**config.mk**
```make
export PLATFORM = sky130hd
export DESIGN_NAME = serial_alu
export DESIGN_NICKNAME = d
export VERILOG_FILES = /design/src/rtl/serial_alu.sv
export SDC_FILE = /design/constraint.sdc
export NUM_CORES = 1
export LEC_CHECK = 0
export BUFFER_PORTS_ARGS = -buffer_cell sky130_fd_sc_hd__buf_4
export CORE_UTILIZATION = 35
export CTS_CLUSTER_SIZE = 24
export DETAILED_ROUTE_END_ITERATION = 7
export PLACE_DENSITY_LB_ADDON = 0.12
export SLEW_MARGIN = 0
export SYNTH_ARGS = -nofsm -noshare
export SYNTH_HDL_FRONTEND = slang
export SYNTH_SLANG_ARGS = --single-unit
```
**constraint.sdc**
```tcl
create_clock -name clk -period 4.57 [get_ports clk]
set_input_delay 0 -clock clk [delete_from_list [all_inputs] [get_ports clk]]
set_output_delay 0 -clock clk [all_outputs]
set_load 0.05 [all_outputs]
```
**src/rtl/serial_alu.sv**
```systemverilog
// Bit-serial ALU: ADD/SUB run LSB-first through one full-adder slice, shifts move
// the word one position per cycle. start/busy/done handshake, registered flags.
module serial_alu #(
    parameter int WIDTH = 16,
    localparam int SHW = $clog2(WIDTH)
) (
    input  logic             clk,
    input  logic             rst,
    input  logic             start,
    input  logic [1:0]       mode,
    input  logic             arith,
    input  logic [WIDTH-1:0] A,
    input  logic [WIDTH-1:0] B,
    input  logic [SHW-1:0]   shamt,
    output logic             busy,
    output logic             done,
    output logic [WIDTH-1:0] Y,
    output logic             C,
    output logic             V,
    output logic             Z
);
    // state  | meaning
    // IDLE   | waiting for start; the done pulse is shown here
    // ADDSUB | one result bit per cycle, LSB first, WIDTH cycles
    // SHIFT  | one position per cycle, shamt cycles (one pass-through cycle when 0)

    localparam int CW = $clog2(WIDTH + 1);

    typedef enum logic [1:0] {IDLE, ADDSUB, SHIFT} state_t;

    state_t           state_q, state_d;
    logic [WIDTH-1:0] a_q, b_q, res_q, y_q;
    logic [CW-1:0]    cnt_q;
    logic             op0_q, arith_q, carry_q;
    logic             done_q, c_q, v_q, z_q;
    logic             last;
    logic             bop, sum, cout, fill, sh_out;
    logic [WIDTH-1:0] add_res, sh_res;

    always_comb begin
        bop     = b_q[0] ^ op0_q;
        sum     = a_q[0] ^ bop ^ carry_q;
        cout    = (a_q[0] & bop) | (carry_q & (a_q[0] ^ bop));
        add_res = {sum, res_q[WIDTH-1:1]};
        // for arithmetic right shifts the MSB of the working word stays the sign bit
        fill    = arith_q & res_q[WIDTH-1];
        sh_res  = op0_q ? {res_q[WIDTH-2:0], 1'b0} : {fill, res_q[WIDTH-1:1]};
        sh_out  = op0_q ? res_q[WIDTH-1] : res_q[0];
    end

    always_ff @(posedge clk) begin
        if (rst) state_q <= IDLE;
        else     state_q <= state_d;
    end

    always_comb begin
        state_d = state_q;
        last    = 1'b0;
        case (state_q)
            IDLE: begin
                if (start) state_d = mode[1] ? SHIFT : ADDSUB;
            end
            ADDSUB: begin
                last = (cnt_q == CW'(1));
                if (last) state_d = IDLE;
            end
            SHIFT: begin
                last = (cnt_q <= CW'(1));
                if (last) state_d = IDLE;
            end
            default: state_d = IDLE;
        endcase
    end

    always_ff @(posedge clk) begin
        if (rst) begin
            a_q     <= '0;
            b_q     <= '0;
            res_q   <= '0;
            cnt_q   <= '0;
            op0_q   <= 1'b0;
            arith_q <= 1'b0;
            carry_q <= 1'b0;
            done_q  <= 1'b0;
            y_q     <= '0;
            c_q     <= 1'b0;
            v_q     <= 1'b0;
            z_q     <= 1'b0;
        end else begin
            done_q <= 1'b0;
            case (state_q)
                IDLE: begin
                    if (start) begin
                        a_q     <= A;
                        b_q     <= B;
                        op0_q   <= mode[0];
                        arith_q <= arith;
                        carry_q <= mode[0];
                        res_q   <= mode[1] ? A : '0;
                        cnt_q   <= mode[1] ? CW'(shamt) : CW'(WIDTH);
                    end
                end
                ADDSUB: begin
                    a_q     <= a_q >> 1;
                    b_q     <= b_q >> 1;
                    carry_q <= cout;
                    res_q   <= add_res;
                    cnt_q   <= cnt_q - CW'(1);
                    if (last) begin
                        y_q    <= add_res;
                        c_q    <= cout;
                        v_q    <= carry_q ^ cout;
                        z_q    <= (add_res == '0);
                        done_q <= 1'b1;
                    end
                end
                SHIFT: begin
                    if (cnt_q == '0) begin
                        y_q    <= res_q;
                        c_q    <= 1'b0;
                        v_q    <= 1'b0;
                        z_q    <= (res_q == '0);
                        done_q <= 1'b1;
                    end else begin
                        res_q <= sh_res;
                        cnt_q <= cnt_q - CW'(1);
                        if (last) begin
                            y_q    <= sh_res;
                            c_q    <= sh_out;
                            v_q    <= 1'b0;
                            z_q    <= (sh_res == '0);
                            done_q <= 1'b1;
                        end
                    end
                end
                default: ;
            endcase
        end
    end

    assign busy = (state_q != IDLE);
    assign done = done_q;
    assign Y    = y_q;
    assign C    = c_q;
    assign V    = v_q;
    assign Z    = z_q;

endmodule
```
---- Word level (Yosys, flattened, before mapping) ----
Cells that the tools add are included.
word-level totals
  bits in registers ....................... 78
  bits of input ports ..................... 42
  output and inout bits ................... 21
  logic and storage cells ................. 87
cells by class
  $add $sub $neg .......................... 1
  magnitude comparators ................... 1
  eq/ne operators ......................... 9
  multiplexer cells ....................... 41
  bitwise gates (word level) .............. 8
  reduce and logical (&&, ||, !) cells .... 14
operator list
  kind                   count
  $mux W16               9
  $pmux W16 S2           3
  $logic_not A16 Y1      3
  $pmux W16 S3           1
  $mux W5                3
  $pmux W5 S3            1
  $mux W1                13
  $pmux W1 S2            6
  $ne A2 B2 Y1 const B   5
  $reduce_and A3 Y1      3
  $mux W2                4
  $pmux W2 S3            1
  $reduce_bool A2 Y1     3
  $eq A5 B1 Y1 const B   1
  $le A5 B1 Y1 const B   1
  $logic_not A5 Y1       1
  $sub A5 B1 Y5 const B  1
  $reduce_and A2 Y1      2
  $xor A1 B1 Y1          4
  $and A1 B1 Y1          3
  $ne A3 B3 Y1 const B   1
  $reduce_bool A3 Y1     1
  $eq A2 B1 Y1 const B   1
  $eq A2 B2 Y1 const B   1
  2 further kinds        2

---- Longest topological paths before layout ----
Gate-level depths: netlist of run 1.
  depth after elaboration ................. 7
  mapped depth ............................ 9
  mapped depth without buffers ............ 7

---- Least setup slack after synthesis of run 1 ----
OpenSTA, ideal clock, no wires.
  path type ............................... register to register
  start point ............................. register cnt_q[0]
  end point ............................... register y_q[10] (netlist: Y[10])
  setup time .............................. 0.140 ns
  arrival ................................. 1.788 ns
  data required time ...................... 4.430 ns
  path slack .............................. 2.641 ns
  cell stages (with the launch flop) ...... 9
  path buffers ............................ 2
  clock period less this slack ............ 1.929 ns
  cells stage by stage .................... dfxtp_1 -> inv_1 -> ha_1 -> or4b_1 -> buf_6 -> buf_2 -> o22a_1 -> o221ai_2 -> a21oi_2
on the way
  longest elaborated chain between the ends .. 4
  elaborated cells between the ends (all ways) .. 9
  classes of those cells .................. order compare: 1; eq/ne: 3; mux: 3; reduce/logical: 2
RTL lines
  item                                                           RTL line  text
  start: declaration                                             33        logic [CW-1:0] cnt_q;
  start signal: assignment                                       100       cnt_q <= mode[1] ? CW'(shamt) : CW'(WIDTH);
  start signal: assignment                                       108       cnt_q <= cnt_q - CW'(1);
  start signal: assignment                                       126       cnt_q <= cnt_q - CW'(1);
  $le A5 B1 Y1 / $eq A5 B1 Y1 (equally long branches)            68, 64
  $pmux W1 S2                                                    59        case (state_q)
  $ne A3 B3 Y1 (no line) / $ne A2 B2 Y1 (equally long branches)  -
  $reduce_and A3 Y1 (no line)                                    -
  end signal: assignment                                         110       y_q <= add_res;
  end signal: assignment                                         119       y_q <= res_q;
  end signal: assignment                                         128       y_q <= sh_res;
  end: declaration                                               32        logic [WIDTH-1:0] a_q, b_q, res_q, y_q;
Parallel ways exist; a longest one is shown, timed or not.
A chain may end at the register's enable or synchronous reset.

---- Worst setup path after layout of run 1 ----
  start point ............................. register state_q[0]
  end point ............................... register res_q[1]
on the way
  longest elaborated chain between the ends .. 3
  elaborated cells between the ends (all ways) .. 8
  classes of those cells .................. eq/ne: 4; mux: 1; reduce/logical: 3
RTL lines
  item                                                                 RTL line  text
  start: declaration                                                   31        state_t state_q, state_d;
  start signal: assignment                                             53        else state_q <= state_d;
  $eq A2 B2 Y1, or another cell as far along                           91        case (state_q)
  $ne A2 B2 Y1 (no line) / $reduce_bool A3 Y1 (equally long branches)  -
  $reduce_and A3 Y1 (no line)                                          -
  end signal: assignment                                               99        res_q <= mode[1] ? A : '0;
  end signal: assignment                                               107       res_q <= add_res;
  end signal: assignment                                               125       res_q <= sh_res;
  end: declaration                                                     32
Parallel ways exist; a longest one is shown, timed or not.

==> metrics.yaml, run 1 <==
run_status:
  status: "finished, final reports clean"
yosys:
  ys_top_cells_by_area: "dfxtp_1, mux2i_1, a211oi_1"
  synth_top_family_by_area: "compound AO/OA/AOI/OAI gates"
  synthSimpleGateAreaFrac: 0.149
  synth_xor_area_frac: 0.00425
  ys_warn_count: 0
  synth-edff-count: 0
  synth-seq-cells: 78
  syn-instance-count: 461
  synth_top_area_cell: "dfxtp_1"
  synth-compound-area-share: 0.299
  synthMuxAreaShare: 0.0802
  syn_area_um2: 4120
  synth_fa_ha_area_frac: 0.0261
  synth_fp_nets: 511
  avgSynthCellArea_um2: 8.93
  synth_top_area_share: 0.379
  synth_seq_area_share: 0.379
  ys.flop_type: "dfxtp_1"
  synthArstFlopShare: 0
  netlist-cell-type-count: 47
worst_setup_path:
  required_ns: 4.82
  cpLargestDelayFamily: "simple AND/OR/NAND/NOR gates"
  critical_path_class: "reg -> reg"
  startpoint_type: "flop"
  cp_cell_sequence: "inv_1 -> ha_1 -> inv_1 -> nor2_1 -> a22o_1 -> a221oi_1 -> a211oi_1"
  end_kind: "flop"
  arrival_ns: 3.06
  critPathBufInv: 2
  slowest_stage: "nor2_1"
  worst-path-max-fanout: 20
  cp_common_cell: "inv_1"
  critPathMaxStageDelay_ns: 0.88
power:
  powerDensity_nw_per_um2: 431
  irDropWorstVdd_mv: 0.305
  p_leak_nw: 1.89
timing:
  slew_viol_final: 0
  timing.final.crit_share: 0.613
  fmaxAchievable_mhz: 357
  fin_skew_ns: 0.00889
  rsz0062_at_grt: "no"
  post-route-min-period_ns: 2.80
  timing.slew.headroom: 0.325
  hold_ws_ns: 0.0138
  hold_violations: 0
  worst_pin_slew_ns: 1.01
  finalSetupViolations: 0
  setup_tns_ns: 0
worst_hold_path:
  hp-class: "in -> reg"
layout:
  antenna_cells: 0
  n_fill_cell: 1133
  layout-drive-gt1-share: 0.220
  nets: 564
  final_common_cell: "dfxtp_1"
  layout_common_cells: "dfxtp_1, buf_4, nor2_1, a211oi_1"
  area_delta_synth_final_pct: 24.0
global_route:
  grt_max_degree: 80
  grt_first_pass_wirelength_mm: 18.0
  track_usage: 0.183
  grt-ovfl-total: 0
  first_global_vias: 3546
  antenna_found_initial: 0
cts:
  cts_tree: "built"
  root_buffer: "clkbuf_16"
  path_clk_slew_ns: 0.06
  cts_resized: 0
  numCtsBuffers: 9
  cts_max_level: 3
  cts_buffer_depth: 2
  cts.sink_count: 78
  clk_latency_ns: 0.34
floorplanning:
  dieHeight_um: 110
  dieArea_um2: 12200
  fp.dieW_um: 110
  rows: 39
  ios: 63
  core_um2: 11500
  initial_core_util: 0.359
routing:
  dr.pass1.iters: 4
  drc: 0
  via_count: 3688
  first_iter_violations: 254
  drt-total-wl_mm: 10.7
  viasPerCell: 5.57
  postRouteAntennaNets: 0
  routedWlPerCell_um: 16.2
job:
  drv_cap: 0
placed_design:
  detailedPlacementHpwl_mm: 7.11
  place.gp.congestion: 0.752
  portBuffers: 62
## tightest hold or removal path: stages
cell      delay [ns]
buf_4           0.11
mux2i_1         0.12
a211oi_1        0.08
## registers in the layout, indices dropped and copies added (netlist names), 2 cells and up
signal   cells
state_q      2
res_q       16
a_q         16
Y           16
cnt_q        5
b_q         16
## layer usage
metal	global-route usage	up-vias	routed length, µm
met5	0	-	0
met2	0.283	72	5090
li1	-	1835	-
met3	0.0467	15	393
met4	0.0729	0	191
met1	0.242	1766	5040
## cell type report
class                           instances  area, µm²  area share
Clock inverter                          2       38.8     0.00759
Multi-Input combinational cell        328       2320       0.453
Tap cell                              143        179      0.0350
Clock buffer                           14        274      0.0537
Sequential cell                        78       1560       0.306
Inverter                               10       37.5     0.00735
Timing Repair Buffer                   87        701       0.137
## path summary, 6_finish.rpt
| kind | from | endpoint | slack [ns] | depth (start not counted) |
|---|---|---|---|---|
| worst max-delay path | state_q[0]$_SDFFE_PP0P_ | res_q[1]$_SDFFE_PP0P_ | 1.77 | 7 |
| worst min-delay path | B[2] | b_q[2]$_SDFFE_PP0P_ | 0.01 | 3 |
| worst max register to register | state_q[0]$_SDFFE_PP0P_ | res_q[1]$_SDFFE_PP0P_ | 1.77 | 7 |
| worst min register to register | V$_SDFFE_PP0P_ | V$_SDFFE_PP0P_ | 0.46 | 2 |
## power by group
group          switching (W)  total, W  internal (W)
clock               0.000276  0.000745      0.000469
sequential         0.0000908  0.000854      0.000763
combinational       0.000351  0.000601      0.000250
total               0.000718   0.00220       0.00148
## Yosys cell counts, types with 2 or more instances
cell type / instances
xor2_1: 2
a21oi_1: 10
a21oi_2: 10
mux2i_1: 33
inv_1: 10
o21ai_0: 9
nand2_1: 33
o22a_1: 14
nor4_1: 5
dfxtp_1: 78
buf_4: 3
o221ai_1: 4
nor2_1: 67
a221oi_1: 16
a22oi_1: 4
nor2b_1: 2
ha_1: 7
nand3_1: 3
o221ai_2: 10
a21o_1: 2
or2_2: 2
nor3_1: 23
a22o_1: 15
buf_6: 2
buf_2: 10
clkbuf_1: 28
a211oi_1: 39
## repair_timing
action	CTS	global route
hold endpoints to repair	18	0
setup buffers	0	0
hold buffers	19	0
## metrics by stage
step / total power, W / setup WS (ns) / cells / util / cell area (µm²)
2_1_floorplan: 0.00131 / 2.64 / 461 / - / 4120
3_3_place_gp: 0.00144 / 1.83 / 627 / 0.402 / 4600
3_5_place_dp: 0.00145 / 1.81 / 627 / 0.402 / 4600
4_1_cts: 0.00223 / 1.78 / 662 / 0.445 / 5110
5_1_grt: 0.00234 / 1.49 / 662 / 0.445 / 5110
6_report: 0.00220 / 1.77 / 662 / 0.445 / 5110
## cells by family (layout without fill, tap and decap cells)
logic type	Yosys count	count (layout)
AO/OA/AOI/OAI	146	146
XOR/XNOR	2	2
adder cells (fa/ha/maj)	8	8
buffers and inverters	55	113
flip-flops	78	78
multiplexers	33	33
AND/OR/NAND/NOR	139	139
Power figures use the tool's default switching activity.
==> run 2: changes to the inputs <==
==> constraint.sdc (replaced) <==
create_clock -name clk -period 2.83 [get_ports clk]
set_input_delay 0 -clock clk [delete_from_list [all_inputs] [get_ports clk]]
set_output_delay 0 -clock clk [all_outputs]
set_load 0.05 [all_outputs]
==> run 2 against run 1 <==
  * Setup slack got worse by 1.2 ns
  * Routed wire length increased by 0.69%
  * Critical path depth is the same
  * Die area unchanged
  * Fmax up 24%
  * Combinational power rose by 62%
  * Non-clock buffer count is 7 lower
  * Total power rose by 54%
  * Sequential share of layout area rose by 0.85 points
  * Final area down 2.7%
  * Register-to-register slack lost 1.2 ns
  * Largest power group unchanged
==> metrics.yaml, run 2 (same netlist as run 1, synthesis figures left out) <==
placed_design:
  place.gp.congestion: 0.791  # was 0.752
  portBuffers: 62  # unchanged
  place_ws_ns: 0.565  # was 1.81 ns
  detailedPlacementHpwl_mm: 7.24  # was 7.11 mm
routing:
  dr.pass1.iters: 5  # was 4
  drt-total-wl_mm: 10.8  # was 10.7 mm
  drc: 0  # unchanged
  via_count: 3618  # was 3688
  first_iter_violations: 192  # was 254
  viasPerCell: 5.54  # was 5.57
  routedWlPerCell_um: 16.5  # was 16.2 µm
  postRouteAntennaNets: 0  # unchanged
global_route:
  first_global_vias: 3617  # was 3546
  antenna_found_initial: 0  # unchanged
  grt_first_pass_wirelength_mm: 18.5  # was 18.0 mm
  track_usage: 0.186  # was 0.183
  grt_max_degree: 80  # unchanged
  grt-ovfl-total: 0  # unchanged
timing:
  fin_skew_ns: 0.00690  # was 0.00889 ns
  timing.slew.headroom: 0.379  # was 0.325
  finalSetupViolations: 0  # unchanged
  fmaxAchievable_mhz: 441  # was 357 MHz
  hold_violations: 0  # unchanged
  hold_ws_ns: 0.00678  # was 0.0138 ns
  slew_viol_final: 0  # unchanged
  worst_pin_slew_ns: 0.932  # was 1.01 ns
  timing.final.crit_share: 0.802  # was 0.613
  worst_slack_ns: 0.561  # was 1.77 ns
  post-route-min-period_ns: 2.27  # was 2.80 ns
  rsz0062_at_grt: "no"  # unchanged
  setup_tns_ns: 0  # unchanged
worst_setup_path:
  required_ns: 3.09  # was 4.82 ns
  arrival_ns: 2.53  # was 3.06 ns
  worst-path-max-fanout: 16  # was 20
  critical_path_class: "reg -> reg"  # unchanged
  end_kind: "flop"  # unchanged
  startpoint_type: "flop"  # unchanged
power:
  swShare: 0.339  # was 0.326
  pwr-share-seq: 0.406  # was 0.388
  power_switching_w: 0.00115  # was 0.000718 W
  power_frac_clock: 0.307  # was 0.339
  powerDensity_nw_per_um2: 684  # was 431 nW/µm²
  irDropWorstVdd_mv: 0.316  # was 0.305 mV
  cellInternalPower_w: 0.00225  # was 0.00148 W
  p_comb_frac: 0.287  # was 0.273
  p_leak_nw: 1.84  # was 1.89 nW
floorplanning:
  rows: 39  # unchanged
  ios: 63  # unchanged
  dieArea_um2: 12200  # unchanged
  fp.dieW_um: 110  # unchanged
  initial_core_util: 0.359  # unchanged
  dieHeight_um: 110  # unchanged
  core_um2: 11500  # unchanged
cts:
  cts_tree: "built"  # unchanged
  cts_resized: 0  # unchanged
  cts_buffer_depth: 2  # unchanged
  cts_max_level: 3  # unchanged
  path_clk_slew_ns: 0.06  # about the same
  cts.sink_count: 78  # unchanged
  root_buffer: "clkbuf_16"  # unchanged
  numCtsBuffers: 9  # unchanged
  clk_latency_ns: 0.34  # about the same
worst_hold_path:
  hp-class: "in -> reg"  # unchanged
layout:
  n_fill_cell: 1128  # was 1133
  final_common_cell: "dfxtp_1"  # unchanged
  area_delta_synth_final_pct: 20.6  # was 24.0%
  layout_common_cells: "dfxtp_1, buf_4, nor2_1, a211oi_1"  # unchanged
  antenna_cells: 0  # unchanged
  nets: 557  # was 564
  layout-drive-gt1-share: 0.229  # was 0.220
run_status:
  status: "finished, final reports clean"  # unchanged
job:
  drv_cap: 0  # unchanged
[run 2: changes by cell type in the layout (fill, tap and decap cells not counted)]
cell / change
buf_4: +5
clkinv_4: -1
clkinv_2: +2
bufinv_16: -1
dlygate4sd3_1: -12
clkbuf_8: -2
[run 2: what timing repair did]
item | CTS | global route
buffers inserted | 0 | 0
hold endpoints to repair | 6 | 0
hold buffers | 7 | 0
[run 2: layout make-up]
type	instances	area, µm²	share of cell area
clock inverter	2	10.0	0.00201
inverter	10	37.5	0.00755
tap	143	179	0.0360
clock buffer	12	246	0.0496
multi-input combinational	328	2320	0.466
sequential	78	1560	0.314
timing repair buffer	80	618	0.124
[run 2: layer usage]
metal  vias to the layer above  part of all wire  track usage
met3                        16             0.029       0.0313
met1                      1724              0.49        0.250
met5                         -                 0            0
li1                       1822                 -            -
met4                         0             0.022       0.0791
met2                        56              0.46        0.292
[run 2: path summary, 6_finish.rpt]
kind / startpoint / endpoint / slack (ns) / cells past startpoint
hold / removal: B[5] / b_q[5]$_SDFFE_PP0P_ / 0.007 / 3
hold reg to reg: Y[2]$_SDFFE_PP0P_ / Y[2]$_SDFFE_PP0P_ / 0.46 / 2
setup / recovery: state_q[0]$_SDFFE_PP0P_ / Y[9]$_SDFFE_PP0P_ / 0.56 / 7
setup reg to reg: state_q[0]$_SDFFE_PP0P_ / Y[9]$_SDFFE_PP0P_ / 0.56 / 7
[run 2: power by group through the flow]
| stage | Sequential (W) | Combinational, W | Clock [W] |
|---|---|---|---|
| floorplan | 0.00138 | 0.000741 | 0 |
| global placement | 0.00140 | 0.000954 | 0 |
| detailed placement | 0.00140 | 0.000968 | 0 |
| CTS | 0.00138 | 0.000980 | 0.00108 |
| global route | 0.00140 | 0.00109 | 0.00112 |
| finish | 0.00138 | 0.000976 | 0.00104 |
[run 2: critical path, stage by stage (launching register included)]
cell and delay, ns:
dfxtp_1 0.36, inv_1 0.09, ha_1 0.34, o21ai_0 0.25, a21boi_0 0.31, o22a_1 0.56
nand2_1 0.15, a21oi_2 0.13
[run 2: through the flow]
stage / std cells / cell area, µm² / total power [W] / util
2_1_floorplan: 461 / 4120 / 0.00212 / -
3_3_place_gp: 632 / 4640 / 0.00235 / 0.405
3_5_place_dp: 632 / 4640 / 0.00237 / 0.405
4_1_cts: 653 / 4970 / 0.00344 / 0.433
5_1_grt: 653 / 4970 / 0.00361 / 0.433
6_report: 653 / 4970 / 0.00340 / 0.433
